File: src/rtl/bht_update_unit.sv
// BHT write-side update unit: follows fetched conditional branches to execute,
// resolves their 2-bit predictions and drives the BHT write port plus statistics.
module bht_update_unit #(
  parameter int unsigned PIPE_DEPTH = 2,
  parameter int unsigned CNT_W      = 32
) (
  input  logic             clk,
  input  logic             rst,
  input  logic             stall,
  input  logic             flush,
  input  logic             f_valid,
  input  logic [31:0]      f_pc,
  input  logic [1:0]       f_pred,
  input  logic             ex_valid,
  input  logic [31:0]      ex_pc,
  input  logic             ex_taken,
  output logic             write,
  output logic [31:0]      pc2,
  output logic [1:0]       updated_logic,
  output logic             mispredict,
  output logic             seq_err,
  output logic [CNT_W-1:0] branch_cnt,
  output logic [CNT_W-1:0] mispred_cnt
);

  localparam int unsigned PC_W   = 32;
  localparam int unsigned PRED_W = 2;
  localparam int unsigned TAIL   = PIPE_DEPTH - 1;

  typedef struct packed {
    logic              valid;
    logic [PC_W-1:0]   pc;
    logic [PRED_W-1:0] pred;
  } entry_t;

  entry_t              entries [PIPE_DEPTH];
  entry_t              tail_c;
  logic                resolve_c;
  logic                err_c;
  logic                mispred_c;
  logic [PRED_W-1:0]   next_c;

  assign tail_c = entries[TAIL];

  // Resolution match and saturating 2-bit counter next state
  always_comb begin
    resolve_c = ex_valid && !stall && tail_c.valid && (tail_c.pc == ex_pc);
    err_c     = ex_valid && !stall && !resolve_c;
    mispred_c = (tail_c.pred[1] != ex_taken);
    next_c    = tail_c.pred;
    if (ex_taken) begin
      if (tail_c.pred != 2'b11) next_c = tail_c.pred + PRED_W'(1);
    end else begin
      if (tail_c.pred != 2'b00) next_c = tail_c.pred - PRED_W'(1);
    end
  end

  // Tracking pipeline: flush clears valids even while stalled
  always_ff @(posedge clk) begin
    if (rst) begin
      for (int i = 0; i < int'(PIPE_DEPTH); i++) entries[i] <= '0;
    end else if (flush) begin
      for (int i = 0; i < int'(PIPE_DEPTH); i++) entries[i].valid <= 1'b0;
    end else if (!stall) begin
      entries[0] <= '{valid: f_valid, pc: f_pc, pred: f_pred};
      for (int i = 1; i < int'(PIPE_DEPTH); i++) entries[i] <= entries[i-1];
    end
  end

  // Registered write port, pulses and statistics
  always_ff @(posedge clk) begin
    if (rst) begin
      write         <= 1'b0;
      pc2           <= '0;
      updated_logic <= '0;
      mispredict    <= 1'b0;
      seq_err       <= 1'b0;
      branch_cnt    <= '0;
      mispred_cnt   <= '0;
    end else begin
      write      <= resolve_c;
      mispredict <= resolve_c && mispred_c;
      seq_err    <= err_c;
      if (resolve_c) begin
        pc2           <= ex_pc;
        updated_logic <= next_c;
        branch_cnt    <= branch_cnt + CNT_W'(1);
        if (mispred_c) mispred_cnt <= mispred_cnt + CNT_W'(1);
      end
    end
  end

endmodule

File: config.mk
export PLATFORM = sky130hd
export DESIGN_NAME = bht_update_unit
export DESIGN_NICKNAME = d
export VERILOG_FILES = /design/src/rtl/bht_update_unit.sv
export SDC_FILE = /design/constraint.sdc
export NUM_CORES = 1
export LEC_CHECK = 0
export CORE_MARGIN = 2
export CORE_UTILIZATION = 50
export DETAILED_ROUTE_END_ITERATION = 10
export PLACE_DENSITY = 0.8
export SLEW_MARGIN = 20
export SYNTH_ARGS = -nofsm -noshare
export SYNTH_HDL_FRONTEND = slang
export SYNTH_SLANG_ARGS = --single-unit
export TNS_END_PERCENT = 50
File: constraint.sdc
create_clock -name clk -period 2.6 [get_ports clk]
set_input_delay 0.39 -clock clk [delete_from_list [all_inputs] [get_ports clk]]
set_output_delay 0.39 -clock clk [all_outputs]
set_load 0.005 [all_outputs]
==> results.md <==
Synthesis:
- Counting flops with a built-in enable in the synthesized netlist gives 70.
- The synthesis-stage register bit count is 171.
- A synthesized cell averages 10.4 um^2.
- The warning count from the yosys run is 0.
- The proportion of netlist area held by the largest area contributor is 0.278.
- The area of the mapped netlist is 7570 um^2.
- The most instantiated library cell after synthesis is dfxtp_1.
- The predominant post-synthesis flop cell is dfxtp_1.
- Synthesis produced a netlist whose cell count is 728.
- The number of nets in the synthesized netlist is 803.
- The post-synthesis cell type count is between 40 and 50.
- By area the synthesized netlist is led by edfxtp_1, dfxtp_1, and2_1.
- Sorting the synthesized cells by how often they occur yields dfxtp_1, and2_1, edfxtp_1.
- The proportion of synthesized flip-flops having asynchronous set or reset is 0.
- The sequential cell area fraction in the yosys report is 0.545.
- The largest total area in the synthesized netlist belongs to edfxtp_1.

GRT:
- The global-route wire length before repair is between 20000 and 30000 um.
- The number of global-route vias before repair came to just over 6000.
- The largest net degree at the start of global routing is 71.
- Across every metal layer, demand over resource in global routing totals 0.231.
- The leftover overflow at the end of global routing is 0.
- The initial antenna violation count is 0.

Die:
- The boundary pin count is roughly 170.
- In this run the standard cell core region covers around 15000 um^2.
- The area of the die is 16100 um^2.
- After floorplanning, the core was divided into 44 placement rows.
- The effective utilization at floorplan is 0.517.
- From bottom edge to top edge, the die measures between 100 and 150 um.
- The die is 127 um wide.

STA:
- The count of final hold-check violations is 0.
- In the post-route analysis, the smallest setup slack over all paths is 73.9 ps.
- The worst pin sits at a relative slew slack of 0.635.
- The worst hold slack is 354 ps.
- The minimum clock period after layout is 2530 ps.
- Setup violations remaining at the end of the flow were counted as 0.
- The setup clock skew after layout is approximately 9 ps.
- The transition at the pin with the smallest max-transition slack is 543 ps.
- The final max-slew violation count came to 0.
- The share of the clock period used by the worst path after layout is 0.972.
- For this run, the top clock speed supported by timing is 396 MHz.

Detailed routing:
- The total vias in the final route is ~6400.
- The final wirelength is 18800 um.
- Once detail routing completed, the nets flagged for antenna violations numbered 0.
- For this run, design rule violations remaining after detail routing come to 0.
- In this run, the number of DRC markers left after iteration 0 of detailed routing was about 610.
- Using the TritonRoute via totals, the vias-per-cell ratio works out to ~5.6.
- The first detailed-routing pass took 5 iterations.
- The average routed wire per standard cell is roughly 17 um.

Status:
- The flow ran to the end, and the final reports show no timing, DRC or antenna violations.

Hold path:
- The count of cells along the worst hold path is 2.
- The min-delay analysis places its worst path in the category in -> reg.

Clocking:
- Clock latency on the worst-skew pair, taken at its later pin, is ~420 ps.
- The number of buffers inserted by post-CTS setup repair is 0.
- The maximum buffer depth of the clock tree is 2.
- TritonCTS built the clock tree.
- The total number of clock tree sinks is 171.
- In this run, CTS created clock tree buffers numbering 17.
- The number of levels the H-tree was split into is 4.
- Clock tree synthesis selected as its root buffer the cell clkbuf_16.
- The post-CTS clock slew at the launch and capture registers of the worst setup and hold paths is 70 ps.

Pwr:
- The worst voltage drop across the vdd grid is ~0.5 mV.
- The static leakage is 3.91 nW.
- Power spread over the standard cell area amounts to 553 nW/um^2.

Placement:
- Prior to clock tree synthesis, the placed netlist has a worst setup slack of -449 ps.
- Input and output buffers added on the ports amount to 173.
- The total placed instance area is approximately 9800 um^2.
- Once detailed placement completed, the half-perimeter wirelength came to about 13000 um.
- At the end of routability-driven placement, the weighted congestion stood at 0.817.

Worst setup path:
- The signal on the critical path passes through clkdlybuf4s50_1 > xor2_1 > nor4_1 > buf_4 > and4_4 > buf_4 > nand2_2 > or4_1 > mux2_1.
- Data arrives at the worst endpoint at 2840 ps.
- The count of cells along the worst register-to-register path is 6.
- STA classifies the critical path startpoint as an input pin.
- The critical path runs through a total of 9 cells.
- The worst setup path is captured at a register.
- Data on the critical path is required at its endpoint by 2910 ps.
- The cell type of the slowest stage on the worst timing path is or4_1.
- The cell family contributing the most delay on the critical path is simple AND/OR/NAND/NOR gates.
- Counting stages on the worst path, the most repeated cell is buf_4.
- The largest stage delay on the critical path is 540 ps.
- Of all nets on the critical path, the largest fanout is 4.
- The category of the critical setup timing path is in -> reg.
- The number of buffer and inverter stages on the critical path is 3.

Job:
- The tool flagged a number of max-cap violations equal to 0.

Layout:
- 0 antenna diodes ended up in the layout.
- With fillers left out, the area of the finished cells amounts to 10400 um^2.
- For this run, the post-layout net count is a little over 1000.
- For this run, the share of the core covered by cells in the final layout is 0.711.
- The share of layout cells above drive strength 1 is 0.113.
- The area growth from synthesis to layout is 37.6%.
- The number of fillers in the final layout is 1062.
logic make-up (layout without fill, tap and decap cells):
kind of cell / after synthesis / count (layout) / synth area share
mux: 39 / 39 / 0.0521
simple gates: 313 / 314 / 0.241
compound gates: 108 / 108 / 0.0818
flops: 171 / 171 / 0.545
buf+inv: 54 / 270 / 0.0286
fa+ha+maj: 4 / 4 / 0.00595
xor+xnor: 39 / 39 / 0.0461
placed cells by master, fill, tap and decap left out, types with 4 or more instances in the layout:
cell | synthesis | routed
and2_1 | 77 | 76
edfxtp_1 | 70 | 70
o21ai_0 | 27 | 27
clkbuf_16 | 0 | 18
and4_1 | 5 | 4
and3_1 | 15 | 15
nor4_1 | 9 | 8
inv_1 | 13 | 13
nor3_1 | 7 | 6
a31o_2 | 5 | 5
or3_1 | 23 | 23
or4_1 | 18 | 18
buf_4 | 1 | 50
nand3b_1 | 4 | 4
nor2_1 | 57 | 57
mux2i_1 | 36 | 36
nand2_1 | 26 | 26
clkdlybuf4s50_1 | 0 | 172
dfxtp_1 | 101 | 101
clkinv_4 | 0 | 4
nand4_1 | 31 | 31
nand3_1 | 19 | 19
xor2_1 | 32 | 32
nand4b_1 | 6 | 6
a21oi_1 | 54 | 54
o31ai_1 | 18 | 18
xnor2_1 | 6 | 6
inv_6 | 0 | 4
power breakdown:
part           switching, mW  leakage (nW)  internal (mW)
combinational          0.145          2.07          0.170
sequential            0.0218          1.54           2.87
clock                   1.10         0.301           1.46
state kept, by name, summed over array words and instances, names as in the netlist:
register,cells
branch_cnt,32
seq_err,1
mispredict,1
write,1
entries,70
pc2,32
updated_logic,2
mispred_cnt,32
timing repair:
item	CTS	global route
gates cloned	0	1
resized for setup	1	4
pin swaps	0	2
endpoints found under the setup margin	2	51
hold buffers	0	0
cell type report:
type	instances	area [um^2]	share of cell area
flip-flops and latches	171	4120	0.396
clock inverters	12	128	0.0123
well taps	184	230	0.0221
inverters	13	48.8	0.00469
multi-input cells	504	3260	0.313
repair buffers	225	2150	0.206
clock buffers	20	478	0.0459
stage by stage:
step / TNS (ps) / instances / power [mW]
after CTS: 0 / 1128 / 5.80
final: 0 / 1129 / 5.76
after detailed placement: -29930 / 1096 / 3.27
after floorplan: 0 / 728 / 3.06
after global placement: -27070 / 1096 / 3.26
after global routing: -1.45 / 1129 / 5.94
per-layer routing:
layer	up-vias	wire length, um	global-route usage
li1	3059	-	-
met1	3012	7660	0.280
met2	268	9670	0.409
met3	19	1270	0.0607
met4	0	192	0.0608
met5	-	0	0
worst paths after layout:
kind / start / end / slack [ps]
setup reg to reg: mispred_cnt[14] / mispred_cnt[31] / 150
hold reg to reg: pc2[31] / pc2[31] / 490
hold / removal: rst / pc2[11] / 350
setup / recovery: ex_pc[24] / mispred_cnt[22] / 70
worst reg2reg max path: cells and delay by family (launching register included):
| kind | cells | cell delay (ps) |
|---|---|---|
| and+or+nand+nor | 5 | 1790 |
| AOI/OAI and AO/OA | 1 | 140 |
| DFF | 1 | 460 |
Power figures use the tool's default switching activity.
